<file path="src/rtl/hazard_ctrl_pkg.sv">
// Shared types and constants for the scoreboard-based hazard unit:
// instruction class encodings, enable levels and the register-index width helper.
package hazard_ctrl_pkg;

  typedef enum logic [1:0] {
    CLS_ALU  = 2'd0,
    CLS_LOAD = 2'd1,
    CLS_MUL  = 2'd2,
    CLS_DIV  = 2'd3
  } op_class_e;

  localparam logic ENABLE  = 1'b1;
  localparam logic DISABLE = 1'b0;

  // Width of a register index for a file of n registers (never below 1 bit).
  function automatic int idx_w(input int n);
    return (n > 1) ? $clog2(n) : 1;
  endfunction

endpackage : hazard_ctrl_pkg

</file>
<file path="src/rtl/hazard_ctrl_if.sv">
// ID-stage / redirect / divider signal bundle between the pipeline and hazard_ctrl.
// master = pipeline side driving the request fields, slave = the hazard unit.
interface hazard_ctrl_if
  import hazard_ctrl_pkg::*;
#(
  parameter int ADDR_W  = 32,
  parameter int REG_NUM = 32
);
  localparam int IDX_W = idx_w(REG_NUM);

  logic              id_valid_i;
  logic [IDX_W-1:0]  id_rs1_idx_i;
  logic              id_rs1_used_i;
  logic [IDX_W-1:0]  id_rs2_idx_i;
  logic              id_rs2_used_i;
  logic [IDX_W-1:0]  id_rd_idx_i;
  logic              id_rd_we_i;
  op_class_e         id_class_i;
  logic              jal_jmp_i;
  logic [ADDR_W-1:0] jal_addr_i;
  logic              br_jmp_i;
  logic [ADDR_W-1:0] br_addr_i;
  logic              div_done_i;
  logic [IDX_W-1:0]  div_rd_i;

  logic              stall_o;
  logic              redirect_o;
  logic [ADDR_W-1:0] redirect_addr_o;
  logic              flush_if_o;
  logic              flush_id_o;
  logic              div_busy_o;
  logic [31:0]       stall_cnt_o;

  modport master (
    output id_valid_i, id_rs1_idx_i, id_rs1_used_i, id_rs2_idx_i, id_rs2_used_i,
           id_rd_idx_i, id_rd_we_i, id_class_i, jal_jmp_i, jal_addr_i,
           br_jmp_i, br_addr_i, div_done_i, div_rd_i,
    input  stall_o, redirect_o, redirect_addr_o, flush_if_o, flush_id_o,
           div_busy_o, stall_cnt_o
  );

  modport slave (
    input  id_valid_i, id_rs1_idx_i, id_rs1_used_i, id_rs2_idx_i, id_rs2_used_i,
           id_rd_idx_i, id_rd_we_i, id_class_i, jal_jmp_i, jal_addr_i,
           br_jmp_i, br_addr_i, div_done_i, div_rd_i,
    output stall_o, redirect_o, redirect_addr_o, flush_if_o, flush_id_o,
           div_busy_o, stall_cnt_o
  );

endinterface : hazard_ctrl_if

</file>
<file path="src/rtl/hazard_scoreboard.sv">
// Per-register pending counters plus divider tracking; reports which ID operands
// are not yet forwardable and whether the ID instruction collides with the divider.
module hazard_scoreboard
  import hazard_ctrl_pkg::*;
#(
  parameter  int REG_NUM  = 32,
  parameter  int LOAD_LAT = 1,
  parameter  int MUL_LAT  = 2,
  parameter  int CNT_W    = 2,
  localparam int IDX_W    = idx_w(REG_NUM)
) (
  input  logic             clk,
  input  logic             rst_n,
  input  logic             i_issue,
  input  op_class_e        i_class,
  input  logic [IDX_W-1:0] i_rd_idx,
  input  logic             i_rd_we,
  input  logic [IDX_W-1:0] i_rs1_idx,
  input  logic             i_rs1_used,
  input  logic [IDX_W-1:0] i_rs2_idx,
  input  logic             i_rs2_used,
  input  logic             i_div_done,
  input  logic [IDX_W-1:0] i_div_rd,
  output logic             o_rs1_blocked,
  output logic             o_rs2_blocked,
  output logic             o_waw,
  output logic             o_struct,
  output logic             o_div_pend
);

  logic [CNT_W-1:0] r_cnt [REG_NUM];
  logic             r_div_pend;
  logic [IDX_W-1:0] r_div_rd_q;

  logic [CNT_W-1:0] w_issue_lat;
  logic             w_rd_write;

  // NOTE: every always_comb output gets a default first so no path leaves it
  // unassigned; otherwise synthesis infers a latch.
  always_comb begin
    w_issue_lat = '0;
    unique case (i_class)
      CLS_LOAD: w_issue_lat = CNT_W'(LOAD_LAT);
      CLS_MUL:  w_issue_lat = CNT_W'(MUL_LAT);
      default:  w_issue_lat = '0;
    endcase
  end

  // The divider result is tracked separately, so DIV never touches the counters.
  assign w_rd_write = i_issue && i_rd_we && (i_rd_idx != '0) && (i_class != CLS_DIV);

  // NOTE: the counter array is a few dozen flops, not a RAM, so it is reset
  // like any other state; a stale count after reset would stall the first issue.
  always_ff @(posedge clk or negedge rst_n) begin
    if (!rst_n) begin
      for (int i = 0; i < REG_NUM; i++) r_cnt[i] <= '0;
    end else begin
      r_cnt[0] <= '0;
      for (int i = 1; i < REG_NUM; i++) begin
        // NOTE: sequential state uses non-blocking assignment so every counter
        // samples the pre-edge values regardless of statement order.
        if (w_rd_write && (i_rd_idx == IDX_W'(i))) r_cnt[i] <= w_issue_lat;
        else if (r_cnt[i] != '0)                   r_cnt[i] <= r_cnt[i] - 1'b1;
      end
    end
  end

  // A DIV issue wins over a simultaneous completion.
  always_ff @(posedge clk or negedge rst_n) begin
    if (!rst_n) begin
      r_div_pend <= DISABLE;
      r_div_rd_q <= '0;
    end else if (i_issue && (i_class == CLS_DIV)) begin
      r_div_pend <= ENABLE;
      r_div_rd_q <= i_rd_idx;
    end else if (i_div_done && (i_div_rd == r_div_rd_q)) begin
      r_div_pend <= DISABLE;
    end
  end

  always_comb begin
    o_rs1_blocked = i_rs1_used && (i_rs1_idx != '0) &&
                    ((r_cnt[i_rs1_idx] != '0) || (r_div_pend && (r_div_rd_q == i_rs1_idx)));
    o_rs2_blocked = i_rs2_used && (i_rs2_idx != '0) &&
                    ((r_cnt[i_rs2_idx] != '0) || (r_div_pend && (r_div_rd_q == i_rs2_idx)));
    o_waw         = i_rd_we && r_div_pend && (i_rd_idx == r_div_rd_q) && (i_rd_idx != '0);
    o_struct      = (i_class == CLS_DIV) && r_div_pend;
    o_div_pend    = r_div_pend;
  end

endmodule : hazard_scoreboard

</file>
<file path="src/rtl/hazard_ctrl.sv">
// Hazard unit beside ID: combines scoreboard hazards into the ID stall, resolves
// EX-branch vs ID-JAL redirect priority, drives front-end flushes, counts stalls.
module hazard_ctrl
  import hazard_ctrl_pkg::*;
#(
  parameter int ADDR_W   = 32,
  parameter int REG_NUM  = 32,
  parameter int LOAD_LAT = 1,
  parameter int MUL_LAT  = 2,
  parameter int CNT_W    = 2
) (
  input  logic          clk,
  input  logic          rst_n,
  hazard_ctrl_if.slave  bus
);

  logic        w_rs1_blocked;
  logic        w_rs2_blocked;
  logic        w_waw;
  logic        w_struct;
  logic        w_div_pend;
  logic        w_stall;
  logic        w_issue;
  logic [31:0] r_stall_cnt;

  hazard_scoreboard #(
    .REG_NUM  (REG_NUM),
    .LOAD_LAT (LOAD_LAT),
    .MUL_LAT  (MUL_LAT),
    .CNT_W    (CNT_W)
  ) u_scoreboard (
    .clk           (clk),
    .rst_n         (rst_n),
    .i_issue       (w_issue),
    .i_class       (bus.id_class_i),
    .i_rd_idx      (bus.id_rd_idx_i),
    .i_rd_we       (bus.id_rd_we_i),
    .i_rs1_idx     (bus.id_rs1_idx_i),
    .i_rs1_used    (bus.id_rs1_used_i),
    .i_rs2_idx     (bus.id_rs2_idx_i),
    .i_rs2_used    (bus.id_rs2_used_i),
    .i_div_done    (bus.div_done_i),
    .i_div_rd      (bus.div_rd_i),
    .o_rs1_blocked (w_rs1_blocked),
    .o_rs2_blocked (w_rs2_blocked),
    .o_waw         (w_waw),
    .o_struct      (w_struct),
    .o_div_pend    (w_div_pend)
  );

  // An EX redirect kills the ID instruction, so it must never also stall it.
  assign w_stall = bus.id_valid_i && !bus.br_jmp_i &&
                   (w_rs1_blocked || w_rs2_blocked || w_waw || w_struct);
  assign w_issue = bus.id_valid_i && !w_stall && !bus.br_jmp_i;

  always_comb begin
    bus.redirect_o      = DISABLE;
    bus.redirect_addr_o = '0;
    bus.flush_if_o      = DISABLE;
    bus.flush_id_o      = DISABLE;
    if (bus.br_jmp_i) begin
      bus.redirect_o      = ENABLE;
      bus.redirect_addr_o = bus.br_addr_i;
      bus.flush_if_o      = ENABLE;
      bus.flush_id_o      = ENABLE;
    end else if (bus.jal_jmp_i && bus.id_valid_i && !w_stall) begin
      bus.redirect_o      = ENABLE;
      bus.redirect_addr_o = bus.jal_addr_i;
      bus.flush_if_o      = ENABLE;
    end else if (w_stall) begin
      bus.flush_id_o      = ENABLE;
    end
  end

  always_ff @(posedge clk or negedge rst_n) begin
    if (!rst_n)       r_stall_cnt <= '0;
    else if (w_stall) r_stall_cnt <= r_stall_cnt + 32'd1;
  end

  assign bus.stall_o     = w_stall;
  assign bus.div_busy_o  = w_div_pend;
  assign bus.stall_cnt_o = r_stall_cnt;

endmodule : hazard_ctrl

</file>
<file path="src/flat_wrapper.sv">
// flat-port wrapper written by rule: the top's interface ports become plain ports
module hazard_ctrl_flat import hazard_ctrl_pkg::*;
#(
  parameter int ADDR_W   = 32,
  parameter int REG_NUM  = 32,
  parameter int LOAD_LAT = 1,
  parameter int MUL_LAT  = 2,
  parameter int CNT_W    = 2
)
  (clk, rst_n, bus_id_valid_i, bus_id_rs1_idx_i, bus_id_rs1_used_i, bus_id_rs2_idx_i, bus_id_rs2_used_i, bus_id_rd_idx_i, bus_id_rd_we_i, bus_id_class_i, bus_jal_jmp_i, bus_jal_addr_i, bus_br_jmp_i, bus_br_addr_i, bus_div_done_i, bus_div_rd_i, bus_stall_o, bus_redirect_o, bus_redirect_addr_o, bus_flush_if_o, bus_flush_id_o, bus_div_busy_o, bus_stall_cnt_o);
  hazard_ctrl_if #(.ADDR_W(ADDR_W), .REG_NUM(REG_NUM)) bus_i ();
  input  logic clk;
  input  logic rst_n;
  input wire logic [$bits(bus_i.id_valid_i)-1:0] bus_id_valid_i;
  input wire logic [$bits(bus_i.id_rs1_idx_i)-1:0] bus_id_rs1_idx_i;
  input wire logic [$bits(bus_i.id_rs1_used_i)-1:0] bus_id_rs1_used_i;
  input wire logic [$bits(bus_i.id_rs2_idx_i)-1:0] bus_id_rs2_idx_i;
  input wire logic [$bits(bus_i.id_rs2_used_i)-1:0] bus_id_rs2_used_i;
  input wire logic [$bits(bus_i.id_rd_idx_i)-1:0] bus_id_rd_idx_i;
  input wire logic [$bits(bus_i.id_rd_we_i)-1:0] bus_id_rd_we_i;
  input wire logic [$bits(bus_i.id_class_i)-1:0] bus_id_class_i;
  input wire logic [$bits(bus_i.jal_jmp_i)-1:0] bus_jal_jmp_i;
  input wire logic [$bits(bus_i.jal_addr_i)-1:0] bus_jal_addr_i;
  input wire logic [$bits(bus_i.br_jmp_i)-1:0] bus_br_jmp_i;
  input wire logic [$bits(bus_i.br_addr_i)-1:0] bus_br_addr_i;
  input wire logic [$bits(bus_i.div_done_i)-1:0] bus_div_done_i;
  input wire logic [$bits(bus_i.div_rd_i)-1:0] bus_div_rd_i;
  output wire logic [$bits(bus_i.stall_o)-1:0] bus_stall_o;
  output wire logic [$bits(bus_i.redirect_o)-1:0] bus_redirect_o;
  output wire logic [$bits(bus_i.redirect_addr_o)-1:0] bus_redirect_addr_o;
  output wire logic [$bits(bus_i.flush_if_o)-1:0] bus_flush_if_o;
  output wire logic [$bits(bus_i.flush_id_o)-1:0] bus_flush_id_o;
  output wire logic [$bits(bus_i.div_busy_o)-1:0] bus_div_busy_o;
  output wire logic [$bits(bus_i.stall_cnt_o)-1:0] bus_stall_cnt_o;
  assign bus_i.id_valid_i = bus_id_valid_i;
  assign bus_i.id_rs1_idx_i = bus_id_rs1_idx_i;
  assign bus_i.id_rs1_used_i = bus_id_rs1_used_i;
  assign bus_i.id_rs2_idx_i = bus_id_rs2_idx_i;
  assign bus_i.id_rs2_used_i = bus_id_rs2_used_i;
  assign bus_i.id_rd_idx_i = bus_id_rd_idx_i;
  assign bus_i.id_rd_we_i = bus_id_rd_we_i;
  assign bus_i.id_class_i = bus_id_class_i;
  assign bus_i.jal_jmp_i = bus_jal_jmp_i;
  assign bus_i.jal_addr_i = bus_jal_addr_i;
  assign bus_i.br_jmp_i = bus_br_jmp_i;
  assign bus_i.br_addr_i = bus_br_addr_i;
  assign bus_i.div_done_i = bus_div_done_i;
  assign bus_i.div_rd_i = bus_div_rd_i;
  assign bus_stall_o = bus_i.stall_o;
  assign bus_redirect_o = bus_i.redirect_o;
  assign bus_redirect_addr_o = bus_i.redirect_addr_o;
  assign bus_flush_if_o = bus_i.flush_if_o;
  assign bus_flush_id_o = bus_i.flush_id_o;
  assign bus_div_busy_o = bus_i.div_busy_o;
  assign bus_stall_cnt_o = bus_i.stall_cnt_o;
  hazard_ctrl #(.ADDR_W(ADDR_W), .REG_NUM(REG_NUM), .LOAD_LAT(LOAD_LAT), .MUL_LAT(MUL_LAT), .CNT_W(CNT_W)) u_core (.clk(clk), .rst_n(rst_n), .bus(bus_i));
endmodule
</file>
<file path="config.mk">
export PLATFORM = sky130hd
export DESIGN_NAME = hazard_ctrl_flat
export DESIGN_NICKNAME = d
export VERILOG_FILES = /design/src/rtl/hazard_ctrl_pkg.sv /design/src/rtl/hazard_ctrl_if.sv /design/src/rtl/hazard_scoreboard.sv /design/src/rtl/hazard_ctrl.sv /design/src/flat_wrapper.sv
export SDC_FILE = /design/constraint.sdc
export NUM_CORES = 1
export LEC_CHECK = 0
export CAP_MARGIN = 20
export CORE_MARGIN = 2
export CORE_UTILIZATION = 50
export CTS_CLUSTER_SIZE = 16
export DETAILED_ROUTE_END_ITERATION = 10
export HOLD_SLACK_MARGIN = 0.15
export PLACE_DENSITY = 0.8
export SLEW_MARGIN = 20
export SYNTH_ARGS = -nofsm -noshare
export SYNTH_HDL_FRONTEND = slang
export SYNTH_SLANG_ARGS = --single-unit
</file>
<file path="constraint.sdc">
create_clock -name clk -period 7.23 [get_ports clk]
set_input_delay 1.0845 -clock clk [delete_from_list [all_inputs] [get_ports clk]]
set_output_delay 1.0845 -clock clk [all_outputs]
set_load 0.01 [all_outputs]
</file>
==> flow_metrics.py <==
metrics = {
    "place": {
        "port_buffers": 163,
        "placed_cells": 1037,
        "gp_congestion": 0.901,
        "hpwl_um": 15200,
    },
    "global_route": {
        "first_global_vias": 5719,
        "grt.total_usage_pct": 26.2,
        "grt-ovfl-total": 0,
        "antenna_found_initial": 0,
        "grt_start_max_net_pins": 68,
        "grt_pass1_wl_um": 30400,
    },
    "routing": {
        "vias": 6029,
        "wire_per_inst_um": 18.8,
        "viasPerCell": 5.73,
        "wl_met1_um": 8280,
        "wl_met2_um": 9470,
        "ant_nets": 0,
        "drc_errors": 0,
        "highest_layer": "met4",
        "drt_pass1_iterations": 8,
        "dr.first_iter.drc_count": 462,
        "routed_wl_um": 19800,
        "wl_met3_um": 1540,
    },
    "final_layout": {
        "drive_gt1_share_pct": 11.3,
        "n_antenna_cell": 0,
        "synthToLayoutAreaGrowth_pct": 28.1,
        "final_util_pct": 65.6,
        "layout.nets": 995,
        "instances_no_fill": 1053,
    },
    "critical_path": {
        "r2r-start": "u_core.u_scoreboard.r_cnt[21]$_DFFE_PN0P_",
        "critPathLaunchType": "input port",
        "path_max_fanout": 47,
        "r2r_slack_ps": 3920,
        "r2r-end": "u_core.u_scoreboard.r_cnt[5]$_DFFE_PN0P_",
        "cp-end-kind": "output pin",
        "crit_type": "input port to output pin",
        "r2r_cells": 10,
        "startpoint": "bus_id_rs1_idx_i[1]",
        "cp.required_ps": 6150,
        "cp-endpoint": "bus_flush_id_o",
        "arrival_ps": 5100,
    },
    "logic_synthesis": {
        "synthTopCellsByArea": "dfrtp_1 35%, xor2_1 7.2%, mux2i_1 7.2%",
        "syn-num-nets": 854,
        "yosys_warnings": 0,
        "synth_area_leader_cell": "dfrtp_1",
        "ys_ff_latch": 100,
        "yosysSeqAreaShare_pct": 35.1,
        "postSynthCellCount": 727,
        "avgSynthCellArea_um2": 9.82,
        "yosys-top-cells-count": "100 x dfrtp_1, 69 x inv_1, 59 x xor2_1",
        "synth_most_common_cell": "dfrtp_1",
        "synth_area_mm2": 0.00714,
        "async_flop_share_pct": 100,
        "ys.flop_type": "dfrtp_1",
        "synth_edf_count": 0,
        "yosysUniqueCellTypes": 63,
        "synth_top_area_share_pct": 35.1,
    },
    "sta": {
        "timing.final.crit_share_pct": 85.5,
        "hold_violations": 0,
        "min_period_ps": 6180,
        "tightest_slew_ps": 955,
        "hold_slack_ps": 475,
        "slew_violations": 0,
        "rsz0062_at_grt": "no",
        "skew_ps": 10.4,
        "setup_viol": 0,
        "max_slew_margin_pct": 35.4,
        "tns_ps": 0,
        "max_freq_ghz": 0.162,
    },
    "power_and_ir_drop": {
        "power_density_mw_per_mm2": 318,
        "peakVddDrop_mv": 0.196,
        "p_leak_nw": 4.06,
    },
    "clocking": {
        "cts_made_buffers": 9,
        "cts_resized": 0,
        "clock_tree.root_cell": "clkbuf_16",
        "cts_tree": "done",
        "cts_hold_buf": 0,
        "cts_buffer_depth": 2,
        "cts-htree-levels": 3,
        "clk_latency_ps": 350,
        "clk_pin_slew_worst_paths_ps": 70,
        "post_cts_buffers": 0,
        "clkSinkCount": 100,
    },
    "floorplan": {
        "io-pin-count": 164,
        "die_h_um": 123,
        "die_w_um": 123,
        "fp-row-count": 43,
        "initial_core_util_pct": 51.2,
        "core_mm2": 0.0139,
        "dieArea_mm2": 0.0152,
    },
    "outcome": {
        "status": "finished clean",
    },
    "job": {
        "drv_cap": 0,
    },
    "hold_path": {
        "hp-class": "register to register",
    },
}
## power breakdown
part | internal [mW] | switching (mW) | leakage, nW
logic | 0.714 | 0.686 | 2.70
registers | 0.792 | 0.229 | 1.23
clock network | 0.270 | 0.216 | 0.132
## layout by cell type, fill, tap and decap left out, types with 6 or more instances in the layout
master           count
nor4_1               9
a22o_1              32
xor2_1              59
nor3_1              14
and3_1               9
clkdlybuf4s50_1    162
clkbuf_16            9
dfrtp_1            100
nor2b_1              6
nand3_1             22
buf_4               11
a21oi_1             36
mux2_2              19
nor4_2              13
or3_1                8
ha_1                32
mux4_2               7
mux2i_1             51
xnor2_1             22
nand2_1             20
nand4_1             17
inv_1               69
nor3_2              13
nor2_1              54
## registers in the layout (all words and copies together), names as in the netlist
name,cells
u_core.bus.stall_cnt_o,32
u_core.u_scoreboard.r_div_rd_q,5
u_core.u_scoreboard.r_cnt,62
u_core.u_scoreboard.o_div_pend,1
## how the worst min path moves through the flow
stage | endpoint | slack [ps] | cells after the start | startpoint
after floorplan | u_core.bus.stall_cnt_o[31]$_DFFE_PN0P_ | 500 | 1 | u_core.bus.stall_cnt_o[31]$_DFFE_PN0P_
after global placement | u_core.bus.stall_cnt_o[31]$_DFFE_PN0P_ | 460 | 1 | u_core.bus.stall_cnt_o[31]$_DFFE_PN0P_
after detailed placement | u_core.bus.stall_cnt_o[31]$_DFFE_PN0P_ | 470 | 1 | u_core.bus.stall_cnt_o[31]$_DFFE_PN0P_
after CTS | u_core.bus.stall_cnt_o[31]$_DFFE_PN0P_ | 480 | 1 | u_core.bus.stall_cnt_o[31]$_DFFE_PN0P_
after global routing | u_core.bus.stall_cnt_o[31]$_DFFE_PN0P_ | 510 | 1 | u_core.bus.stall_cnt_o[31]$_DFFE_PN0P_
final | u_core.bus.stall_cnt_o[31]$_DFFE_PN0P_ | 480 | 1 | u_core.bus.stall_cnt_o[31]$_DFFE_PN0P_
## stage by stage
step	instance area, um2	setup slack [ps]	total power [mW]
global route	9150	852	3.15
floorplan	7140	2870	2.04
finish	9150	1050	2.91
CTS	9150	1110	2.92
detailed placement	8850	1100	2.42
global placement	8850	1160	2.35
## area by class of cell
class                   instances  area [um2]
repair buffers                173        1700
inverters                      70         263
well taps                     180         225
fillers                      1132        4790
multi-input cells             514        4160
flip-flops and latches        100        2500
clock buffers                  11         233
clock inverters                 5        61.3
## metal layers
layer | vias up | global-route usage [%]
met5 | - | 0
met4 | 0 | 9.73
met3 | 37 | 5.21
met2 | 228 | 44.1
met1 | 2896 | 33.3
li1 | 2868 | -
## critical path: stages
cell and delay [ps]:
clkdlybuf4s50_1 760, or4b_2 750, o311ai_0 120, o22ai_1 110
a21oi_1 270, o32ai_4 120, buf_4 250, nor2_4 140
buf_4 500, nor2_2 180, or2_2 320, clkdlybuf4s50_1 480
## cell families after synthesis
logic type	share of synthesized area, %
adders and majority gates	5.61
AOI/OAI and AO/OA	10.4
xor gates and xnor gates	9.94
DFF	35.1
muxes	12.4
buffers and inverters	6.71
and+or+nand+nor	19.9
Power figures use the tool's default switching activity.
